**src/rtl/matmul_pkg.sv**
```systemverilog
// matmul_pkg: shared types and constants for the 2x2 matmul datapath
package matmul_pkg;
  localparam int DEF_ELEM_W = 4;
  localparam int DEF_N_ELEM = 4;
  localparam int ERR_FRAME = 0;
  localparam int ERR_TIMEOUT = 1;
  typedef enum logic [1:0] {IDLE, ISSUE, BUSY} ld_state_e;
  typedef enum logic [1:0] {MM_IDLE, MM_MUL, MM_ACC, MM_DONE} mm_state_e;
endpackage

```
**src/rtl/matmul_operand_loader_bank.sv**
```systemverilog
// mm_operand_bank: one ping-pong bank holding a full A/B frame
module mm_operand_bank
  import matmul_pkg::*;
#(
  parameter int ELEM_W = DEF_ELEM_W,
  parameter int N_ELEM = DEF_N_ELEM,
  localparam int IW = $clog2(2 * N_ELEM),
  localparam int MW = ELEM_W * N_ELEM
) (
  input  logic              clk,
  input  logic              reset,
  input  logic              we_i,
  input  logic [IW-1:0]     idx_i,
  input  logic [ELEM_W-1:0] data_i,
  input  logic              set_full_i,
  input  logic              clr_full_i,
  output logic              full_o,
  output logic [MW-1:0]     a_o,
  output logic [MW-1:0]     b_o
);
  logic [2*MW-1:0] mem_q;
  logic            full_q;
  // B elements follow A in the stream, so one flat store splits cleanly into A|B
  always_ff @(posedge clk or posedge reset) begin
    if (reset) begin
      mem_q  <= '0;
      full_q <= 1'b0;
    end else begin
      if (we_i) mem_q[int'(idx_i)*ELEM_W +: ELEM_W] <= data_i;
      if (set_full_i) full_q <= 1'b1;
      else if (clr_full_i) full_q <= 1'b0;
    end
  end
  assign full_o = full_q;
  assign a_o    = mem_q[MW-1:0];
  assign b_o    = mem_q[2*MW-1:MW];
endmodule

```
**src/rtl/matmul_operand_loader.sv**
```systemverilog
// matmul_operand_loader: packs a serial element stream into ping-pong A/B frames and issues them
module matmul_operand_loader
  import matmul_pkg::*;
#(
  parameter int ELEM_W = DEF_ELEM_W,
  parameter int N_ELEM = DEF_N_ELEM,
  parameter int TIMEOUT = 64,
  localparam int MW = ELEM_W * N_ELEM
) (
  input  logic              clk,
  input  logic              reset,
  input  logic              s_valid,
  output logic              s_ready,
  input  logic [ELEM_W-1:0] s_data,
  input  logic              s_last,
  output logic [MW-1:0]     A,
  output logic [MW-1:0]     B,
  output logic              start,
  input  logic              mm_done,
  output logic              busy,
  output logic [1:0]        err,
  output logic [7:0]        frames_issued
);
  localparam int CW = $clog2(2 * N_ELEM);
  localparam int TW = TIMEOUT > 1 ? $clog2(TIMEOUT + 1) : 1;
  localparam logic [CW-1:0] LAST_IDX = CW'(2 * N_ELEM - 1);
  localparam logic [TW-1:0] TMR_END = TW'(TIMEOUT > 0 ? TIMEOUT - 1 : 0);
  ld_state_e   state_q, state_d;
  logic [CW-1:0] cnt_q, cnt_d;
  logic [TW-1:0] tmr_q, tmr_d;
  logic        wr_q, wr_d, rd_q, rd_d;
  logic [MW-1:0] a_q, a_d, b_q, b_d;
  logic [1:0]  err_q, err_d;
  logic [7:0]  fi_q, fi_d;
  logic [1:0]  full;
  logic [MW-1:0] bank_a [2];
  logic [MW-1:0] bank_b [2];
  logic        xfer, at_end, frame_ok, frame_bad, timed_out, release_b;
  assign xfer      = s_valid && s_ready;
  assign at_end    = cnt_q == LAST_IDX;
  assign frame_ok  = xfer && at_end && s_last;
  assign frame_bad = xfer && (at_end != s_last);
  // tmr counts from the ISSUE cycle, so it hits TIMEOUT-1 on the last BUSY cycle before the limit
  assign timed_out = (TIMEOUT != 0) && state_q == BUSY && !mm_done && tmr_q >= TMR_END;
  assign release_b = state_q == BUSY && (mm_done || timed_out);
  for (genvar i = 0; i < 2; i++) begin : g_bank
    mm_operand_bank #(.ELEM_W(ELEM_W), .N_ELEM(N_ELEM)) u_bank (
      .clk       (clk),
      .reset     (reset),
      .we_i      (xfer && wr_q == 1'(i)),
      .idx_i     (cnt_q),
      .data_i    (s_data),
      .set_full_i(frame_ok && wr_q == 1'(i)),
      .clr_full_i(release_b && rd_q == 1'(i)),
      .full_o    (full[i]),
      .a_o       (bank_a[i]),
      .b_o       (bank_b[i])
    );
  end
  always_comb begin
    state_d = state_q;
    a_d = a_q;
    b_d = b_q;
    fi_d = fi_q;
    cnt_d = xfer ? ((at_end || s_last) ? '0 : cnt_q + CW'(1)) : cnt_q;
    wr_d = wr_q ^ frame_ok;
    rd_d = rd_q ^ release_b;
    tmr_d = state_q == IDLE ? '0 : tmr_q + TW'(1);
    err_d = err_q;
    err_d[ERR_FRAME] = err_q[ERR_FRAME] | frame_bad;
    err_d[ERR_TIMEOUT] = err_q[ERR_TIMEOUT] | timed_out;
    case (state_q)
      IDLE: if (full[rd_q]) begin
        state_d = ISSUE;
        a_d = bank_a[rd_q];
        b_d = bank_b[rd_q];
      end
      ISSUE: begin
        state_d = BUSY;
        fi_d = fi_q + 8'd1;
      end
      BUSY: state_d = release_b ? IDLE : BUSY;
      default: state_d = IDLE;
    endcase
  end
  always_ff @(posedge clk or posedge reset) begin
    if (reset) begin
      state_q <= IDLE;
      cnt_q <= '0;
      tmr_q <= '0;
      wr_q <= 1'b0;
      rd_q <= 1'b0;
      a_q <= '0;
      b_q <= '0;
      err_q <= '0;
      fi_q <= '0;
    end else begin
      state_q <= state_d;
      cnt_q <= cnt_d;
      tmr_q <= tmr_d;
      wr_q <= wr_d;
      rd_q <= rd_d;
      a_q <= a_d;
      b_q <= b_d;
      err_q <= err_d;
      fi_q <= fi_d;
    end
  end
  assign s_ready = !full[wr_q];
  assign start = state_q == ISSUE;
  assign busy = state_q != IDLE;
  assign A = a_q;
  assign B = b_q;
  assign err = err_q;
  assign frames_issued = fi_q;
endmodule

```
**config.mk**
```make
export PLATFORM = sky130hd
export DESIGN_NAME = matmul_operand_loader
export DESIGN_NICKNAME = d
export VERILOG_FILES = /design/src/rtl/matmul_pkg.sv /design/src/rtl/matmul_operand_loader_bank.sv /design/src/rtl/matmul_operand_loader.sv
export SDC_FILE = /design/constraint.sdc
export NUM_CORES = 1
export LEC_CHECK = 0
export CAP_MARGIN = 20
export CORE_UTILIZATION = 51
export CTS_CLUSTER_SIZE = 8
export DETAILED_ROUTE_END_ITERATION = 16
export PLACE_DENSITY = 0.72
export REMOVE_ABC_BUFFERS = 1
export SYNTH_ARGS = -nofsm -noshare
export SYNTH_HDL_FRONTEND = slang
export SYNTH_SLANG_ARGS = --single-unit
```
**constraint.sdc**
```tcl
create_clock -name clk -period 3.65 [get_ports clk]
set_input_delay 0.365 -clock clk [delete_from_list [all_inputs] [get_ports clk]]
set_output_delay 0.365 -clock clk [all_outputs]
set_load 0.05 [all_outputs]
```
==> results of run 1 <==
## worst max-delay path by stage
| stage | slack, ns | startpoint | to |
|---|---|---|---|
| 2_1_floorplan | 0.04 | reset | A[0] |
| 3_3_place_gp | 1.15 | cnt_q[0] | g_bank[0].u_bank.mem_q[19] |
| 4_1_cts | 0.98 | wr_q | s_ready |
| 3_5_place_dp | 1.08 | cnt_q[0] | g_bank[0].u_bank.mem_q[19] |
| 6_report | 0.99 | wr_q | s_ready |
| 5_1_grt | 0.82 | cnt_q[0] | g_bank[0].u_bank.mem_q[17] |
## synthesized netlist by cell type
master     number
inv_1          15
o31ai_1         1
nor3_4          1
a21oi_1         3
a21o_1          3
and2_1          1
nand4bb_1       1
nand3b_1        2
clkbuf_1        9
mux2_1          4
mux2i_1         5
nand2b_1        3
a31o_2          1
xor2_1          7
nor4b_1         2
dfrtp_1       122
nor4_1          1
nand4_1         7
nor4_2          1
nor4bb_1        1
and3b_1         1
o21ba_2         1
nand3_1         7
or2_2           1
buf_2           4
nand2_1        12
nor3b_1         1
nor3_2          2
or4b_4          1
nor4_4          1
mux2_2        125
nor2_1          9
nor3_1          5
ha_1           11
xnor2_1         2
buf_1           1
o21ai_0         3
o21bai_1        1
or3_1           3
nor2b_1         5
buf_6           1
## routing by layer
layer  vias up  routed length, um
met2        50               4980
li1       1496                  -
met4         0                121
met5         -                  0
met3         9                215
met1      1652               4750
## final cells by class
cell class / count / area share (%)
timing repair buffer: 56 / 8.50
multi-input combinational: 235 / 33.6
sequential: 122 / 45.9
clock buffer: 23 / 7.17
clock inverter: 8 / 1.39
tap: 136 / 2.56
inverter: 15 / 0.884
## sequential cells by signal, indices dropped and copies added (netlist names), 3 cells and up
register             count
A                       16
B                       16
cnt_q                    3
frames_issued            8
g_bank.u_bank.mem_q     64
tmr_q                    7
## power by group through the flow
stage / Clock (uW) / Sequential [uW] / Combinational [uW]
after global routing: 1670 / 2200 / 2390
after detailed placement: 0 / 2160 / 2250
after CTS: 1610 / 2140 / 2270
after floorplan: 0 / 2620 / 1130
final: 1580 / 2130 / 2240
after global placement: 0 / 2120 / 2200
## cells by family after synthesis
family                     after synthesis  share of synthesized area (%)
AOI/OAI and AO/OA                       13                           1.60
DFF                                    122                           56.5
and+or+nand+nor                         68                           7.84
muxes                                  134                           27.8
adders and majority gates               11                           2.55
buffers and inverters                   30                           2.31
xor gates and xnor gates                 9                           1.46
## worst max-delay path, stage by stage, from the launching register on
cell and delay, ns:
dfrtp_1 0.50, mux2i_1 0.41, clkdlybuf4s50_1 0.88
## through the flow
step / instance area [sq um] / hold slack [ns] / cells / setup WS (ns) / total power (uW)
after floorplan: 5340 / 0.454 / 372 / 0.0425 / 3750
after global placement: 6080 / 0.455 / 564 / 1.15 / 4320
after detailed placement: 6080 / 0.458 / 564 / 1.08 / 4410
after CTS: 6650 / 0.318 / 595 / 0.981 / 6020
after global routing: 6650 / 0.371 / 595 / 0.820 / 6260
final: 6650 / 0.309 / 595 / 0.986 / 5950
==> run metrics, run 1 <==
Post-DP HPWL 6.78 mm; initial antenna violation count 0; Setup Skew 0.0168 ns; Power per Cell Area 895 nW/um^2; all-layer global routing usage approximately 20%; post-synth top area share 56.5%; crit share post-route between 70% and 80%; Pre-antenna DRT Iters 4; vias in the first global route ~3.4k; clock root cell clkbuf_8; grt met3 use 4.74%; clock tree buffer depth 2; switching share of power 34.9%; CTS tree done; I/O pin total 54; Comb pwr share between 30% and 40%; FF-to-FF path depth 6; synthesized flop and latch total ~120; Num Clock Sinks 122; RSZ-0062 raised after global routing no; DRT iter0 DRCs 105; syn_area_per_cell between 10 and 15 sq um; Post-CTS Hold Fix Bufs 0; WS Path Type reg2out; post-CTS sizing 0; reg2reg start cnt_q[0]; core footprint 10300 sq um; Net Switching ~2100 uW; worst path arrival time 2.30 ns; Hold Crit Class in2async; sequential fraction of the synthesis area 56.5%; met1 Use GR between 20% and 30%; Layout area overhead 23.0%; post-route minimum period ~2.7 ns; count of final setup violators 0; initial core utilization 52.4%; Die Span X 105 um; main area contributors after synthesis dfrtp_1 56%, mux2_2 26%, ha_1 2.5%; clock network fraction of total power 26.5%; Netlist Area Pre-Place 5410 sq um; largest net degree at the start of global routing 73; Internal 3880 uW; total CTS buffers 17; synth warn 0; htree depth 4; Yosys top cell by area dfrtp_1; critical path endpoint category output port; Multi-input gate area 2240 sq um; via count between 3k and 4k; Vert. Die Dim ~100 um; commonest non-fill, non-tap cell in the layout mux2_2; total gr overflow 0; clk_lat worst skew 0.52 ns; post-synthesis cell count 387; die area between 10000 and 15000 sq um; outcome complete, no violations; nets 467; # rows 37; # DRC 0; FF-to-FF End g_bank[0].u_bank.mem_q[17]; Setup TNS Final 0 ns; # diodes 0; Max FO, Critical Path 9; register area between 3000 and 4000 sq um; Worst EP required 3.28 ns; total setup buffers inserted after CTS 0; maximum clock frequency 375 MHz; commonest non-fill, non-tap cells in the layout 125 x mux2_2, 122 x dfrtp_1, 53 x clkdlybuf4s50_1, 16 x clkbuf_16, 14 x inv_1; Reg power frac 35.8%; Final Wtd Congestion 0.800; WL per Instance between 15 and 20 um; M2 GR Usage 32.4%; maximum vdd drop 544 uV; fraction of layout cells with a size suffix above 1 36.4%; CP startpoint kind flop; first-pass GRT wire length 16.9 mm; global routing's busiest layer met2; final WL 10.1 mm; Netlist cell types 41; Via density 5.39; max-slew violations 0; leak pwr 0.00312 uW; PortBufs 53; flop2flop setup slack 1.03 ns; Final Hold Fails 0; fill count 747; relative slew slack 43.1%; max_cap viols 0; worst slew pin tran approximately 0.85 ns; clock slew at reported path FFs around 0.060 ns; post-route antenna net violation count 0; Layout Utilization 64.4%
(Power assumes the default switching activity.)
==> inputs of run 2 (changes only) <==
==> constraint.sdc (replaced) <==
create_clock -name clk -period 2.43 [get_ports clk]
set_input_delay 0.243 -clock clk [delete_from_list [all_inputs] [get_ports clk]]
set_output_delay 0.243 -clock clk [all_outputs]
set_load 0.05 [all_outputs]
==> run 2 against run 1 <==
- hold slack worse by 0.19 ns
- critical path type is now reg2reg
- largest cell class unchanged
- power up 50%
- sequential share of layout area down 0.91 points
- final cell count up 3.2%
- non-clock buffer count up 20
- critical path depth up 4
==> run metrics, run 2 (same netlist as run 1, synthesis figures left out) <==
vias in the first global route 3677 (was 3384); maximum clock frequency 431 MHz; grt met3 use 5.55% (was 4.74%); clock tree buffer depth 2 (unchanged); I/O pin total 54 (unchanged); CP peak stage delay 0.60 ns (was 0.88 ns); Die Span X 105 um (unchanged); fraction of layout cells with a size suffix above 1 39.1% (was 36.4%); worst path arrival time 2.71 ns (was 2.30 ns); total CTS buffers 17 (unchanged); Max FO, Critical Path 6 (was 9); leak pwr 0.00321 uW (was 0.00312 uW); # diodes 0 (unchanged); Final Wtd Congestion 0.826 (was 0.800); post-route cell area 6790 sq um (was 6650 sq um); hold slack final 0.123 ns (was 0.309 ns); total gr overflow 0 (unchanged); worst slew pin tran 0.731 ns (was 0.850 ns); DRT iter0 DRCs 72 (was 105); Reg with most FFs g_bank.u_bank.mem_q (unchanged); clock root cell clkbuf_8 (unchanged); Layout area overhead 25.5% (was 23.0%); crit share post-route 95.5%; CTS tree done (unchanged); WL per Instance 16.5 um (was 16.9 um); RSZ-0062 raised after global routing no (unchanged); commonest non-fill, non-tap cell in the layout mux2_2 (unchanged); # DRC 0 (unchanged); Num Clock Sinks 122 (unchanged); max-slew violations 0 (unchanged); PortBufs 53 (unchanged); max FFs per register 64 (unchanged); post-route antenna net violation count 0 (unchanged); initial antenna violation count 0 (unchanged); global routing's busiest layer met2 (unchanged); Setup Skew 0.0102 ns (was 0.0168 ns); clock slew at reported path FFs 0.06 ns (about the same); maximum vdd drop 798 uV (was 544 uV); via count 3311 (was 3207); Pre-antenna DRT Iters 4 (unchanged); nets 487 (was 467); M2 GR Usage 35.1% (was 32.4%); core footprint 10300 sq um (unchanged); total power 8940 uW (was 5950 uW); htree depth 4 (unchanged); WS Path Type reg2reg (was reg2out); critical path endpoint category flop (was output port); fill count 744 (was 747); Post-CTS Hold Fix Bufs 0 (unchanged); final WL 10.1 mm (about the same); Final Hold Fails 0 (unchanged); Setup TNS Final 0 ns (unchanged); commonest non-fill, non-tap cells in the layout 125 x mux2_2, 122 x dfrtp_1, 51 x clkdlybuf4s50_1, 21 x buf_4, 16 x clkbuf_16 (was 125 x mux2_2, 122 x dfrtp_1, 53 x clkdlybuf4s50_1, 16 x clkbuf_16, 14 x inv_1); all-layer global routing usage 21.1% (was 20.2%); first-pass GRT wire length 17.8 mm (was 16.9 mm); Worst EP required 2.82 ns (was 3.28 ns); CP startpoint kind flop (unchanged); CP most frequent cell ha_1; largest net degree at the start of global routing 46 (was 73); critical path cell sequence inv_1 -> ha_1 -> ha_1 -> or4b_4 -> nor4_4 -> mux2_1 (was mux2i_1 -> clkdlybuf4s50_1); Vert. Die Dim 105 um (unchanged); Slowest-stage cell, CP or4b_4 (was clkdlybuf4s50_1); count of final setup violators 0 (unchanged); # rows 37 (unchanged); placed instance area 6250 sq um (was 6080 sq um); Post-DP HPWL 6.93 mm (was 6.78 mm); die area 11000 sq um (unchanged); relative slew slack 51.1% (was 43.1%); Hold Crit Class in2async (unchanged); post-route minimum period 2.32 ns; clk_lat worst skew 0.52 ns (about the same); outcome complete, no violations (unchanged); max_cap viols 0 (unchanged); met1 Use GR 25.7% (was 26.1%); Via density 5.39 (about the same); initial core utilization 52.4% (unchanged); total setup buffers inserted after CTS 0 (unchanged); Power per Cell Area 1320 nW/um^2 (was 895 nW/um^2)
run 2: layer usage:
| metal | vias up | wire length, um |
|---|---|---|
| met3 | 18 | 321 |
| li1 | 1534 | - |
| met4 | 0 | 184 |
| met5 | - | 0 |
| met2 | 61 | 5100 |
| met1 | 1698 | 4540 |
run 2: final cells by class:
class | count | area [sq um] | area share [%]
inverters | 15 | 58.8 | 0.867
multi-input cells | 235 | 2240 | 32.9
repair buffers | 76 | 726 | 10.7
clock buffers | 22 | 473 | 6.97
clock inverters | 8 | 70.1 | 1.03
flip-flops and latches | 122 | 3050 | 45.0
well taps | 136 | 170 | 2.51
run 2: worst paths after layout:
path	start	to	slack, ns	cells after the start
max	cnt_q[1]	g_bank[0].u_bank.mem_q[26]	0.11	6
min	reset	A[10]	0.12	2
max reg2reg	cnt_q[1]	g_bank[0].u_bank.mem_q[26]	0.11	6
min reg2reg	frames_issued[7]	frames_issued[7]	0.47	1
max in group asynchronous	reset	g_bank[1].u_bank.mem_q[19]	1.69	3
min in group clk	mm_done	state_q[1]	0.38	2
run 2: timing repair:
action,CTS,global route
resized for setup,2,0
endpoints found under the setup margin,2,0
endpoints found under the hold margin,0,0
run 2: through the flow:
step	cells	setup WS, ns	utilization, %
2_1_floorplan	372	-1.06	-
5_1_grt	614	0.00462	65.7
3_5_place_dp	584	0.108	60.5
6_report	614	0.109	65.7
4_1_cts	614	0.0940	65.7
3_3_place_gp	584	0.197	60.5
run 2: worst max-delay path, delay by kind of cell, from the launching register on:
family        cells  cell delay [ns]
fa+ha+maj         2             0.42
simple gates      2             0.95
buf+inv           1             0.07
mux               1             0.38
flops             1             0.38
run 2: where the power goes:
group / internal, uW / switching, uW / total (uW)
registers: 2770 / 417 / 3180
clock network: 1440 / 830 / 2270
logic: 1590 / 1890 / 3480
total: 5800 / 3140 / 8940
